File: config.mk
export PLATFORM = sky130hd
export DESIGN_NAME = pmem_arbiter
export DESIGN_NICKNAME = d
export VERILOG_FILES = /design/src/rtl/pmem_arbiter.sv
export SDC_FILE = /design/constraint.sdc
export NUM_CORES = 1
export LEC_CHECK = 0
export ABC_AREA = 1
export BUFFER_PORTS_ARGS = -buffer_cell sky130_fd_sc_hd__buf_2
export CORE_AREA = 2 2 276 278
export CTS_BUF_LIST = sky130_fd_sc_hd__clkbuf_2 sky130_fd_sc_hd__clkbuf_4 sky130_fd_sc_hd__clkbuf_8
export CTS_CLUSTER_DIAMETER = 50
export DETAILED_ROUTE_END_ITERATION = 12
export DIE_AREA = 0 0 278 280
export PLACE_DENSITY_LB_ADDON = 0.2
export SLEW_MARGIN = 30
export SYNTH_ARGS = -nofsm -noshare
export SYNTH_HDL_FRONTEND = slang
export SYNTH_SLANG_ARGS = --single-unit
File: constraint.sdc
create_clock -name clk -period 2.5 [get_ports clk]
set_clock_uncertainty 0.1 [all_clocks]
set_input_delay 0.375 -clock clk [delete_from_list [all_inputs] [get_ports clk]]
set_output_delay 0.375 -clock clk [all_outputs]
set_load 0.005 [all_outputs]
File: src/rtl/pmem_arbiter.sv
// Physical-memory arbiter: shares one pmem port among icache fills, dcache fills
// and write-back drains, with a starvation limit that eventually favours write-back.
module pmem_arbiter #(
    parameter int unsigned STARVE_LIMIT = 4
) (
    input  logic         clk,
    input  logic         reset,

    input  logic         icache_pmem_read,
    input  logic [15:0]  icache_pmem_address,
    output logic         icache_pmem_resp,
    output logic [127:0] icache_pmem_rdata,

    input  logic         dcache_pmem_read,
    input  logic [15:0]  dcache_pmem_address,
    output logic         dcache_pmem_resp,
    output logic [127:0] dcache_pmem_rdata,

    input  logic         wb_pmem_write,
    input  logic [15:0]  wb_pmem_address,
    input  logic [127:0] wb_pmem_wdata,
    input  logic         wb_full,
    output logic         wb_pmem_resp,

    output logic         pmem_read,
    output logic         pmem_write,
    output logic [15:0]  pmem_address,
    output logic [127:0] pmem_wdata,
    input  logic         pmem_resp,
    input  logic [127:0] pmem_rdata
);

    typedef enum logic [1:0] {IDLE, GNT_I, GNT_D, GNT_WB} state_t;

    localparam logic [2:0] LIMIT = 3'(STARVE_LIMIT);

    state_t       state;
    state_t       next_state;
    logic [2:0]   starve_cnt;
    logic [15:0]  addr_q;
    logic [127:0] wdata_q;
    logic         wb_urgent;

    assign wb_urgent = wb_pmem_write && (wb_full || starve_cnt == LIMIT);

    always_comb begin
        next_state = state;
        unique case (state)
            IDLE: begin
                if (wb_urgent)             next_state = GNT_WB;
                else if (dcache_pmem_read) next_state = GNT_D;
                else if (icache_pmem_read) next_state = GNT_I;
                else if (wb_pmem_write)    next_state = GNT_WB;
            end
            GNT_I, GNT_D, GNT_WB: begin
                if (pmem_resp) next_state = IDLE;
            end
            default: next_state = IDLE;
        endcase
    end

    // Address/data are captured only on the grant edge so a requester may drop
    // or change its inputs while its transaction is in flight.
    always_ff @(posedge clk) begin
        if (reset) begin
            state      <= IDLE;
            starve_cnt <= '0;
            addr_q     <= '0;
            wdata_q    <= '0;
        end else begin
            state <= next_state;
            if (state == IDLE) begin
                unique case (next_state)
                    GNT_I, GNT_D: begin
                        addr_q <= (next_state == GNT_I) ? icache_pmem_address
                                                        : dcache_pmem_address;
                        if (wb_pmem_write && starve_cnt < LIMIT)
                            starve_cnt <= starve_cnt + 3'd1;
                    end
                    GNT_WB: begin
                        addr_q     <= wb_pmem_address;
                        wdata_q    <= wb_pmem_wdata;
                        starve_cnt <= '0;
                    end
                    default: ;
                endcase
            end
        end
    end

    assign pmem_read         = (state == GNT_I) || (state == GNT_D);
    assign pmem_write        = (state == GNT_WB);
    assign pmem_address      = addr_q;
    assign pmem_wdata        = wdata_q;
    assign icache_pmem_resp  = (state == GNT_I)  && pmem_resp;
    assign dcache_pmem_resp  = (state == GNT_D)  && pmem_resp;
    assign wb_pmem_resp      = (state == GNT_WB) && pmem_resp;
    assign icache_pmem_rdata = pmem_rdata;
    assign dcache_pmem_rdata = pmem_rdata;

endmodule
* After elaboration in Yosys (flattened, before gate mapping)
Index checks and enable logic that the tools add are counted.
Storage, ports and cells: register bits 149, logic and storage cells 38, output and inout port bits 405, input port bits 311
Cells by class: multiplexer cells 10, equality and inequality tests 8, order comparisons 1, reductions and logical operators 14, $add $sub $neg 1
Operator list (number):
- one-hot mux 16 bit (2 select lines) | 1
- two-way mux 16 bit | 1
- two-way mux 2 bit | 5
- equality test 2 bit, second input constant | 4
- one-hot mux 3 bit (2 select lines) | 1
- logical AND 1 bit | 5
- equality test 2 x 1 -> 1 bit, second input constant | 2
- one-hot mux 2 bit (2 select lines) | 1
- AND reduction 2 bit | 2
- adder 3 x 1 -> 3 bit, second input constant | 1
- equality test 3 bit, second input constant | 1
- less-than comparator 3 bit, second input constant | 1
- two-way mux 3 bit | 1
- AND reduction 3 bit | 1
- OR reduction 3 bit | 1
- zero test 2 bit | 1
- logical OR 1 bit | 2
- != test 2 bit, second input constant | 1
- nonzero test 2 bit | 1
- OR reduction 2 bit | 1

* Longest topological paths before layout
Gate-level depths: netlist of the first run.
depth after elaboration 9, depth in mapped cells 17

* Least setup slack after synthesis of the first run
Ideal clock, no wire load.
kind reg2reg, start register starve_cnt[0], end register wdata_q[0], in the netlist pmem_wdata[0], slack 0.375 ns, cell stages (with the launch flop) 17, path buffers 3, arrival 1.909 ns, data required time 2.284 ns, setup time 0.116 ns, cell sequence dfxtp_1 -> inv_1 -> ha_1 -> nand2_1 -> nand2_1 -> nand2_1 -> nand3_1 -> nand2_1 -> nand2_1 -> ha_1 -> buf_4 -> nand2_2 -> inv_1 -> buf_4 -> buf_4 -> nor2_1 -> nor2_1
Between the ends: cells in the longest elaborated chain, start to end 7
Ends and longest elaborated chain:
- from (decl) | line 39 | logic [2:0] starve_cnt;
- from (signal assigned) | line 78 | starve_cnt <= starve_cnt + 3'd1;
- equality test 3 bit | line 44 | assign wb_urgent = wb_pmem_write && (wb_full || starve_cnt == LIMIT);
- logical OR 1 bit | line 44
- logical AND 1 bit | line 44
- two-way mux 2 bit | line 50 | if (wb_urgent) next_state = GNT_WB;
- one-hot mux 2 bit (2 select lines) | line 48 | unique case (state)
- via next_state[1] | line 38 | state_t next_state;
- equality test 2 bit | line 73 | unique case (next_state)
- AND reduction 2 bit (no source line)
- to (signal assigned) | line 82 | wdata_q <= wb_pmem_wdata;
- to (decl) | line 41 | logic [127:0] wdata_q;
The timed path passes the listed nets, and every way through them passes these cells. A chain may end at the register's enable or synchronous reset.

* Worst setup path in the final report of the first run
start register state[1], end register wdata_q[114], in the netlist pmem_wdata[114]
Between the ends: cells in the longest elaborated chain, start to end 7, elaborated cells between the ends (all ways) 13, those cells by class 4 x eq/ne; 6 x mux; 3 x reduce/logical
Ends and longest elaborated chain:
- from (decl) | line 37 | state_t state;
- from (signal assigned) | line 71 | state <= next_state;
- two-way mux 2 bit | line 53 | else if (wb_pmem_write) next_state = GNT_WB;
- two-way mux 2 bit | line 52 | else if (icache_pmem_read) next_state = GNT_I;
- two-way mux 2 bit | line 51 | else if (dcache_pmem_read) next_state = GNT_D;
- two-way mux 2 bit | line 50
- one-hot mux 2 bit (2 select lines) | line 48
- equality test 2 bit | line 73
- AND reduction 2 bit (no source line) (*)
Mark *: on every way between the ends. The rest lies on a longest branch, timed or not.

==> results.md, run 1 <==
- Clock insertion delay at the later pin of the skew report: around 0.53 ns
- Die Y-Extent: 280 microns
- Reg2reg start: state[1]
- Worst r2r dst: pmem_wdata[114]
- Switching Fraction: 36.63%
- TritonCTS Buffers: 17
- Yosys warns: 0
- Most common cell after layout, fill and taps aside: buf_2
- Cell-internal power: 4996 uW
- Clock root buffer: clkbuf_8
- Flop pwr share: 39.2%
- Antenna violations before repair: 5
- CTS tree: done
- IO buf count: around 330
- HPWL after detailed placement: 20230 microns
- Clk buf depth: 2
- WHS Endpoint: pmem_wdata[30]
- First-pass GRT wire length: 41210 microns
- Ys flop type: dfxtp_1
- FILL cells: 8695
- Post-Syn Instances: about 1000
- Cell Rows: 101
- Residual DRC: 0
- Most frequent cells in the layout: buf_2, nor2_1, dfxtp_1
- Total wire length: just under 30000 microns
- Required @ worst endpoint: 2.83 ns
- Hold path startpoint: wb_pmem_wdata[30]
- #FFs+latches synth: between 100 and 150
- Setup Viol. Count Final: 0
- Mean Syn Cell Area: roughly 7.7 sq um
- Core Area: 0.07519 sq mm
- Share of cells above drive strength 1: 32.93%
- Share of the yosys chip area belonging to registers: 37.88%
- Total number of vias: 6888
- Total gr overflow: 0
- Final period util: 92.80%
- CP Capture Type: register
- DR top layer: met5
- Fmax: roughly 430 MHz
- Psw: 2888 uW
- Max Fanout on Critical Path: 19
- Placement Setup Slack: 0.1148 ns
- CP Launch Type: register
- Static leakage: about 0.0047 uW
- Initial Utilization: 10.47%
- Worst min-delay path category: in2reg
- Setup_tns: 0 ns
- Chip Width: 278 microns
- Logic gate share of total power: 33.5%
- Slack of the critical path: about 0.18 ns
- Worst-margin pin slew: 0.4373 ns
- Max-cap violations: 0
- EDFF count, synth: 0
- Hold_ws: 0.1040 ns
- Cell variety after synth: 29
- Largest net degree at the start of global routing: 87
- Cell depth of the worst flop-to-flop path: 11
- Via density: 3.113
- Layout Cells excl Fill: 2213
- GRT Util Overall: 7.103%
- Crit path DAT: 2.65 ns
- Outcome: finished clean
- Vias in the first global route: 6832
- Power density over the cells: 747.4 mW/mm^2
- Post-synth ARST share: 0%
- Clk pin slew, worst setup/hold paths: 0.11 ns
- Synthesized Nets: around 1300
- Io pins: 716
- Met3 wire len: 3161 microns
- GP Congestion: around 0.72
- Clk network pwr share: 27.3%
- Slew headroom: 70.85%
- # H-tree levels: 4
- Post-synthesis cell area: 0.007874 sq mm
- DR iter-0 viols: 195
- WS Path Type: reg2reg
- TritonRoute pass-1 iters: 5
- Avg WL per Cell: around 13 microns
- DIE AREA: 0.07784 sq mm
- Final hold vios: 0
- Crit path time final: 2.320 ns
- Worst vdd ir: 250.5 uV
- Unrepaired setup endpoints after global routing: false
- Syn-to-layout area delta: 33.99%
- Placed cells: 2047
- Clk sinks: between 100 and 150
- Max-slew violation count: 0
- Met1 wire length: between 10000 and 15000 microns
- Antenna viol nets, final: 0
- Hold depth: 3
- R2R Setup Slk: roughly 0.18 ns
- WL met2: 12790 microns
- Nets: 1540
what timing repair did:
item	CTS	global route
setup buffers	0	2
endpoints found under the setup margin	0	104
endpoints found under the hold margin	130	0
hold buffers	128	0
resized for setup	0	21
registers in the layout (all words and copies together), names as in the netlist:
| name | cells |
|---|---|
| pmem_address | 16 |
| starve_cnt | 3 |
| state | 2 |
| pmem_wdata | 128 |
through the flow:
stage / util [%] / instance area (sq um) / power [uW]
2_1_floorplan: - / 7874 / 4850
3_3_place_gp: 11.59 / 8716 / 5547
3_5_place_dp: 11.59 / 8716 / 5558
4_1_cts: 13.84 / 10410 / 8082
5_1_grt: 14.03 / 10550 / 8630
6_report: 14.03 / 10550 / 7885
worst max-delay path by stage:
stage / endpoint / slack, ns / start / cells past startpoint
3_3_place_gp: starve_cnt[0] / 0.13 / state[1] / 12
3_5_place_dp: pmem_wdata[100] / 0.11 / state[1] / 11
5_1_grt: starve_cnt[0] / 0.005 / state[1] / 12
4_1_cts: pmem_wdata[100] / 0.06 / state[0] / 11
6_report: pmem_wdata[114] / 0.18 / state[1] / 11
2_1_floorplan: pmem_wdata[0] / 0.37 / starve_cnt[0] / 16
critical path: stages, from the launching register on:
cell and delay, ns:
dfxtp_1 0.32, inv_1 0.10, ha_2 0.23, o21bai_1 0.14, nand2_2 0.11, inv_1 0.13, ha_2 0.29, nand2_8 0.12
buf_4 0.20, clkbuf_16 0.19, o21ai_0 0.21, nor2_1 0.06
cells by family after synthesis:
| group | count (synthesis) | synth area share (%) |
|---|---|---|
| multiplexers | 16 | 2.034 |
| AND/OR/NAND/NOR | 345 | 17.34 |
| buffers and inverters | 342 | 30.35 |
| flip-flops | 149 | 37.88 |
| AO/OA/AOI/OAI | 168 | 10.96 |
| adder cells (fa/ha/maj) | 9 | 1.430 |
metal layers:
layer / GRT usage (%) / up-vias
li1: - / 3376
met1: 7.286 / 3033
met2: 10.89 / 379
met3: 4.172 / 96
met4: 4.768 / 4
met5: 0.4378 / -
Yosys cell counts (2+ instances only):
cell type | count | area [sq um]
clkbuf_2 | 2 | 10.01
nor2_1 | 272 | 1021
buf_4 | 271 | 2034
inv_1 | 29 | 108.9
ha_1 | 9 | 112.6
nand2_1 | 45 | 168.9
clkbuf_1 | 24 | 90.09
buf_2 | 4 | 20.02
a21oi_2 | 4 | 35.03
o21bai_1 | 2 | 15.01
dfxtp_1 | 149 | 2983
nand3_2 | 2 | 20.02
buf_6 | 5 | 56.30
nand2_2 | 2 | 12.51
mux2i_1 | 16 | 160.2
nand3_1 | 16 | 80.08
nor2_2 | 4 | 25.02
clkbuf_8 | 4 | 55.05
o21ai_0 | 144 | 720.7
a21oi_1 | 16 | 80.08
area by class of cell:
class                      count  area [sq um]  share of cell area (%)
sequential                   149          2983                   28.27
clock buffer                  17         234.0                   2.218
inverter                      31         131.4                   1.245
multi-input combinational    538          2532                   24.00
clock inverter                15         177.7                   1.684
antenna                        2         5.005                 0.04744
tap                          978          1224                   11.60
timing repair buffer         483          3263                   30.93
power groups by stage:
stage,clock (uW),sequential [uW],combinational [uW]
floorplan,0,3180,1670
global placement,0,3140,2410
detailed placement,0,3150,2400
CTS,2410,3100,2570
global route,2460,3160,3020
finish,2150,3090,2640
No activity file was read; power rests on OpenSTA's default activity.
==> inputs of run 2 (changes only) <==
Settings changed: CTS_CLUSTER_DIAMETER 50 to 80, REMOVE_ABC_BUFFERS from default to 1.
==> run 2 against run 1 <==
Net effect: die area did not move; critical path type unchanged; total power fell by 3.5%; first-iteration DRC count rose by 130%.
==> results.md, run 2 (same netlist as run 1, synthesis figures left out) <==
- Outcome: finished clean
- Clk sinks: 149 (unchanged)
- Final period util: 92.74% (about the same)
- Total wire length: 71950 microns (+150%)
- Crit path cell chain: inv_1 -> ha_2 -> o21bai_1 -> nand2_2 -> inv_1 -> ha_2 -> buf_12 -> inv_2 -> nand2_1 -> nand3b_1 -> or2_0 -> a21oi_1
- Total number of vias: 7721 (+12%)
- Met1 wire length: 21260 microns (+83%)
- DR iter-0 viols: 439 (+130%)
- HPWL after detailed placement: 61410 microns (+200%)
- Share of cells above drive strength 1: 33.25% (+0.32 points)
- WL met2: 29540 microns (+130%)
- IO buf count: 331 (unchanged)
- Most common cell after layout, fill and taps aside: buf_2
- Met3 wire len: 18290 microns (+480%)
- FILL cells: 8723 (+0.32%)
- Total gr overflow: 0 (unchanged)
- Fmax: 431.3 MHz (about the same)
- Power density over the cells: 730.0 mW/mm^2 (-2.3%)
- Final instance area: 0.01043 sq mm (-1.2%)
- Syn-to-layout area delta: 32.40%
- Nets: 1537 (-0.19%)
- Cell Rows: 101 (unchanged)
- Clock insertion delay at the later pin of the skew report: 0.54 ns (about the same)
- Worst-margin pin slew: 0.5510 ns (+0.1137 ns)
- First-pass GRT wire length: 88230 microns (+110%)
- Worst vdd ir: 288.0 uV (+15%)
- DR top layer: met5
- Critical-path top delay cell: dfxtp_1
- DIE AREA: 0.07784 sq mm (unchanged)
- Crit path DAT: 2.68 ns (+0.03 ns)
- # H-tree levels: 4 (unchanged)
- Largest register FFs: 128 (unchanged)
- CP Capture Type: register
- Max Fanout on Critical Path: 17 (-2)
- Post-layout power: 7610 uW (-3.5%)
- TritonCTS Buffers: 17 (unchanged)
- Static leakage: 0.004622 uW (-1.0%)
- Core Area: 0.07519 sq mm (unchanged)
- Clk pin slew, worst setup/hold paths: 0.11 ns (about the same)
- Max-cap violations: 0 (unchanged)
- Largest net degree at the start of global routing: 50 (-43%)
- TritonRoute pass-1 iters: 4 (-1)
- Vias in the first global route: 7364 (+7.8%)
- Cell family with most CP delay: simple AND/OR/NAND/NOR gates
- CP Buf/Inv Count: 4 (unchanged)
- Required @ worst endpoint: 2.86 ns (+0.03 ns)
- WS Path Type: reg2reg
- Max-slew violation count: 0 (unchanged)
- Die Y-Extent: 280 microns (unchanged)
- Avg WL per Cell: 32.59 microns (+150%)
- Crit path time final: 2.318 ns (-0.001598 ns)
- Residual DRC: 0 (unchanged)
- Placed cells: 2049 (+0.098%)
- Setup Viol. Count Final: 0 (unchanged)
- Clock root buffer: clkbuf_8
- CTS tree: done
- Sequential Area: 0.002984 sq mm (about the same)
- Most frequent cells in the layout: buf_2, nor2_1, dfxtp_1
- Placed cell area: 0.008755 sq mm (+0.45%)
- Slew headroom: 63.23% (-7.6 points)
- Unrepaired setup endpoints after global routing: false
- GP Congestion: 1.002 (+40%)
- Chip Width: 278 microns (unchanged)
- Worst min-delay path category: in2reg
- Final hold vios: 0 (unchanged)
- Worst path max stage delay: 0.33 ns (about the same)
- CP Launch Type: register
- # diodes: 0 (-2)
- Via density: 3.497 (+12%)
- Initial Utilization: 10.47% (unchanged)
- Antenna viol nets, final: 0 (unchanged)
- Io pins: 716 (unchanged)
- Layout Cells excl Fill: 2208 (-0.23%)
- Core Util, Final: 13.86% (-0.17 points)
- Hold_ws: 0.06123 ns (-0.04272 ns)
- GRT Util Overall: 18.01% (+11 points)
- Antenna violations before repair: 0 (-5)
- Clk buf depth: 2 (unchanged)
- Multi-input logic area: 0.002535 sq mm (about the same)
[run 2: tightest hold or removal path, stage by stage]
cell,delay (ns)
buf_2,0.09
o21ai_0,0.10
nor2_1,0.09
[run 2: metrics by stage]
stage / TNS [ns] / worst slack, ns
2_1_floorplan: -327.89 / -2.549
3_3_place_gp: -0.1653 / -0.09902
3_5_place_dp: -0.09030 / -0.06000
4_1_cts: 0 / 0.02989
5_1_grt: 0 / 0.001620
6_report: 0 / 0.1816
[run 2: final timing paths]
check               endpoint  cells after the start                from  slack [ns]
max            starve_cnt[0]                     12            state[1]        0.18
min          pmem_wdata[107]                      3  wb_pmem_wdata[107]        0.06
max reg2reg    starve_cnt[0]                     12            state[1]        0.18
min reg2reg   pmem_wdata[72]                      2      pmem_wdata[72]        0.38
[run 2: timing repair]
item / 4_1_cts / 5_1_grt
setup endpoints to repair: 3 / 57
setup buffers: 0 / 0
hold buffers: 127 / 0
hold endpoints to repair: 129 / 0
resized for setup: 3 / 14
[run 2: layout make-up]
| type | count | area share, % |
|---|---|---|
| Tap cell | 978 | 11.74 |
| Clock buffer | 17 | 2.244 |
| Inverter | 31 | 1.176 |
| Sequential cell | 149 | 28.62 |
| Multi-Input combinational cell | 538 | 24.32 |
| Timing Repair Buffer | 480 | 30.75 |
| Clock inverter | 15 | 1.152 |
[run 2: report_power, final]
| part | internal (uW) | switching, uW | leakage (uW) | total (uW) |
|---|---|---|---|---|
| Sequential | 2850 | 255 | 0.00122 | 3110 |
| Combinational | 1190 | 1450 | 0.00322 | 2640 |
| Clock | 704 | 1160 | 0.000179 | 1860 |
[run 2: routing by layer]
metal  GRT usage, %  vias up
met3          22.92       66
met2          25.90      869
met4          4.740       28
met5          12.95        -
met1          14.02     3398
li1               -     3360
==> inputs of run 3 (changes only) <==
Settings changed: ABC_AREA 1 to default, CORE_AREA 2 2 276 278 to 2 2 275 277, DIE_AREA 0 0 278 280 to 0 0 277 279.
==> run 3 against run 2 <==
Net effect: routed wire length grew 13%; register-to-register slack is essentially flat; core utilization grew 0.35 points; largest cell class unchanged; die area shrank 0.72%; sequential cell count is the same; sequential share of layout area shrank 0.27 points; area after synthesis shrank 0.68%; critical path depth shrank 1; design area grew 1.0%; combinational power shrank 3%; final cell count shrank 1.9%; largest power group unchanged; critical endpoint is now pmem_address[12]; global-route usage grew 2.6 points.
==> results.md, run 3 <==
- Clk buf depth: 2 (unchanged)
- Most frequent cells in the layout: buf_2, nand2_1, a21oi_1, dfxtp_1, dlygate4sd3_1
- Die Y-Extent: 279 microns (-0.36%)
- Static leakage: 0.004443 uW (-3.9%)
- Post-synth ARST share: 0% (unchanged)
- Cell-internal power: 4776 uW (+0.63%)
- Max Fanout on Critical Path: 8 (-9)
- Unrepaired setup endpoints after global routing: false
- Max-cap violations: 0 (unchanged)
- First-pass GRT wire length: 98690 microns (+12%)
- Core Area: 0.07407 sq mm (-1.5%)
- Worst-margin pin slew: 0.4225 ns (-0.1285 ns)
- Area fraction of the dominant cell type after synthesis: 38.14% (+0.26 points)
- Post-Syn Instances: 990 (-3.8%)
- HPWL after detailed placement: 70520 microns (+15%)
- Residual DRC: 0 (unchanged)
- Cell variety after synth: 30 (+3.4%)
- DR iter-0 viols: 479 (+9.1%)
- Clk sinks: 149 (unchanged)
- Crit path time final: 2.329 ns (+0.01047 ns)
- Psw: 2821 uW (-1.5%)
- Setup Viol. Count Final: 0 (unchanged)
- Logic gate share of total power: 33.7% (-1.0 points)
- Ys flop type: dfxtp_1
- Final hold vios: 0 (unchanged)
- Slack of the critical path: 0.1712 ns (-0.01047 ns)
- CTS tree: done
- Avg WL per Cell: 37.68 microns (+16%)
- # H-tree levels: 4 (unchanged)
- Fmax: 429.4 MHz (-0.45%)
- Worst vdd ir: 290.6 uV (+0.91%)
- Cell Rows: 100 (-0.99%)
- Via density: 3.598 (+2.9%)
- Antenna violations before repair: 9 (+9)
- Final instance area: 0.01053 sq mm (+1.0%)
- Max-slew violation count: 0 (unchanged)
- Worst min-delay path category: in2reg
- Placement Setup Slack: 0.01029 ns (+0.07029 ns)
- Clock insertion delay at the later pin of the skew report: 0.54 ns (about the same)
- CP Capture Type: register
- Top post-synthesis cells by count: buf_4, nand2_1, dfxtp_1, a21oi_1, inv_1
- GRT Util Overall: 20.59% (+2.6 points)
- Clk pin slew, worst setup/hold paths: 0.14 ns (+0.03 ns)
- Antenna viol nets, final: 0 (unchanged)
- Required @ worst endpoint: 2.84 ns (-0.02 ns)
- Total wire length: 81580 microns (+13%)
- Total gr overflow: 0 (unchanged)
- Initial Utilization: 10.56% (+0.086 points)
- Share of the yosys chip area belonging to registers: 38.14% (+0.26 points)
- Outcome: finished clean
- TritonRoute pass-1 iters: 6 (+2)
- Total number of vias: 7790 (+0.89%)
- Syn-to-layout area delta: 34.66%
- Power density over the cells: 721.5 mW/mm^2 (-1.2%)
- Switching Fraction: 37.13% (-0.50 points)
- Most common cell after layout, fill and taps aside: buf_2
- Largest net degree at the start of global routing: 61 (+22%)
- WS Path Type: reg2reg
- Vias in the first global route: 7317 (-0.64%)
- Slew headroom: 71.83% (+8.6 points)
- Synth area leaders: dfxtp_1, buf_4, nand2_1
- Most frequent cell after synthesis: buf_4
- Crit path DAT: 2.67 ns (about the same)
- Flop pwr share: 38.4% (-2.4 points)
- Share of cells above drive strength 1: 35.18% (+1.9 points)
- Final period util: 93.15% (+0.42 points)
- TritonCTS Buffers: 17 (unchanged)
- Io pins: 716 (unchanged)
- #FFs+latches synth: 149 (unchanged)
- Synth area leader: dfxtp_1
- Clk network pwr share: 27.9% (+3.4 points)
- Chip Width: 277 microns (-0.36%)
- IO buf count: 331 (unchanged)
- CP Launch Type: register
- Yosys warns: 0 (unchanged)
- Nets: 1501 (-2.3%)
- EDFF count, synth: 0 (unchanged)
- Placed cell area: 0.008770 sq mm (+0.17%)
- Largest register FFs: 128 (unchanged)
- Mean Syn Cell Area: 7.899 sq um (+3.2%)
- Clock root buffer: clkbuf_8
- GP Congestion: 0.9055 (-9.6%)
- Post-synthesis cell area: 0.007820 sq mm (-0.68%)
- DIE AREA: 0.07728 sq mm (-0.72%)
run 3: cell count changes after synthesis, sizes merged, moves of 5 or more:
cell,change
nand3,-19
buf,+8
inv,-7
a21oi,+129
nand2b,+16
clkbuf,-10
and2,+5
o21ai,-124
nand2,+210
nor2,-270
mux2,+16
run 3: per-stage QoR:
step / power [uW] / utilization, % / TNS (ns) / instances / hold slack (ns)
after floorplan: 3982 / - / -251.97 / 681 / 0.3441
after global placement: 5309 / 11.84 / 0 / 2004 / 0.3402
after detailed placement: 5319 / 11.84 / 0 / 2004 / 0.3441
after CTS: 7723 / 14.07 / 0 / 2161 / 0.01213
after global routing: 8141 / 14.22 / 0 / 2165 / 0.08384
final: 7597 / 14.22 / 0 / 2165 / 0.09864
run 3: final timing paths:
kind                                               from                to  slack, ns  cells after the start
worst max-delay path                      starve_cnt[0]  pmem_address[12]       0.17                     11
worst min-delay path            dcache_pmem_address[10]  pmem_address[10]        0.1                      4
worst max register to register            starve_cnt[0]  pmem_address[12]       0.17                     11
worst min register to register           pmem_wdata[10]    pmem_wdata[10]       0.35                      2
run 3: power groups by stage:
stage / clock network, uW / logic [uW] / registers, uW
global route: 2340 / 2830 / 2960
floorplan: 0 / 996 / 2990
finish: 2120 / 2560 / 2920
CTS: 2280 / 2530 / 2920
global placement: 0 / 2350 / 2960
detailed placement: 0 / 2350 / 2970
run 3: final cells by class:
cell class,instances,area (sq um)
multi-input combinational,509,2623
timing repair buffer,481,3214
tap,969,1212
fill,8665,63540
clock buffer,19,255.2
clock inverter,13,148.9
sequential,149,2985
antenna,2,5.005
inverter,23,86.33
run 3: worst max-delay path, stage by stage, from the launching register on:
cell and delay [ns]:
dfxtp_2 0.33, inv_1 0.05, ha_2 0.18, a21oi_2 0.13, o21ai_2 0.07, o32ai_2 0.25
buf_4 0.17, ha_4 0.18, clkbuf_16 0.17, mux2_2 0.34, o21ai_0 0.15, mux2i_1 0.09
run 3: cell families after synthesis:
| kind of cell | share of synthesized area (%) |
|---|---|
| adder cells (fa/ha/maj) | 1.440 |
| multiplexers | 4.352 |
| flip-flops | 38.14 |
| AND/OR/NAND/NOR | 14.98 |
| buffers and inverters | 29.22 |
| AO/OA/AOI/OAI | 11.87 |
run 3: what timing repair did:
action,in CTS,in global routing
hold buffers,125,0
endpoints found under the setup margin,1,97
endpoints found under the hold margin,125,0
setup buffers,0,1
cloned,0,1
pin swaps,1,5
gates resized for setup,0,15
run 3: metal layers:
layer,up-vias,GRT usage (%),wire length [microns]
met2,908,30.93,35180
met1,3491,14.63,22930
li1,3272,-,-
met4,30,6.494,2247
met3,89,26.34,19900
met5,-,13.63,1313
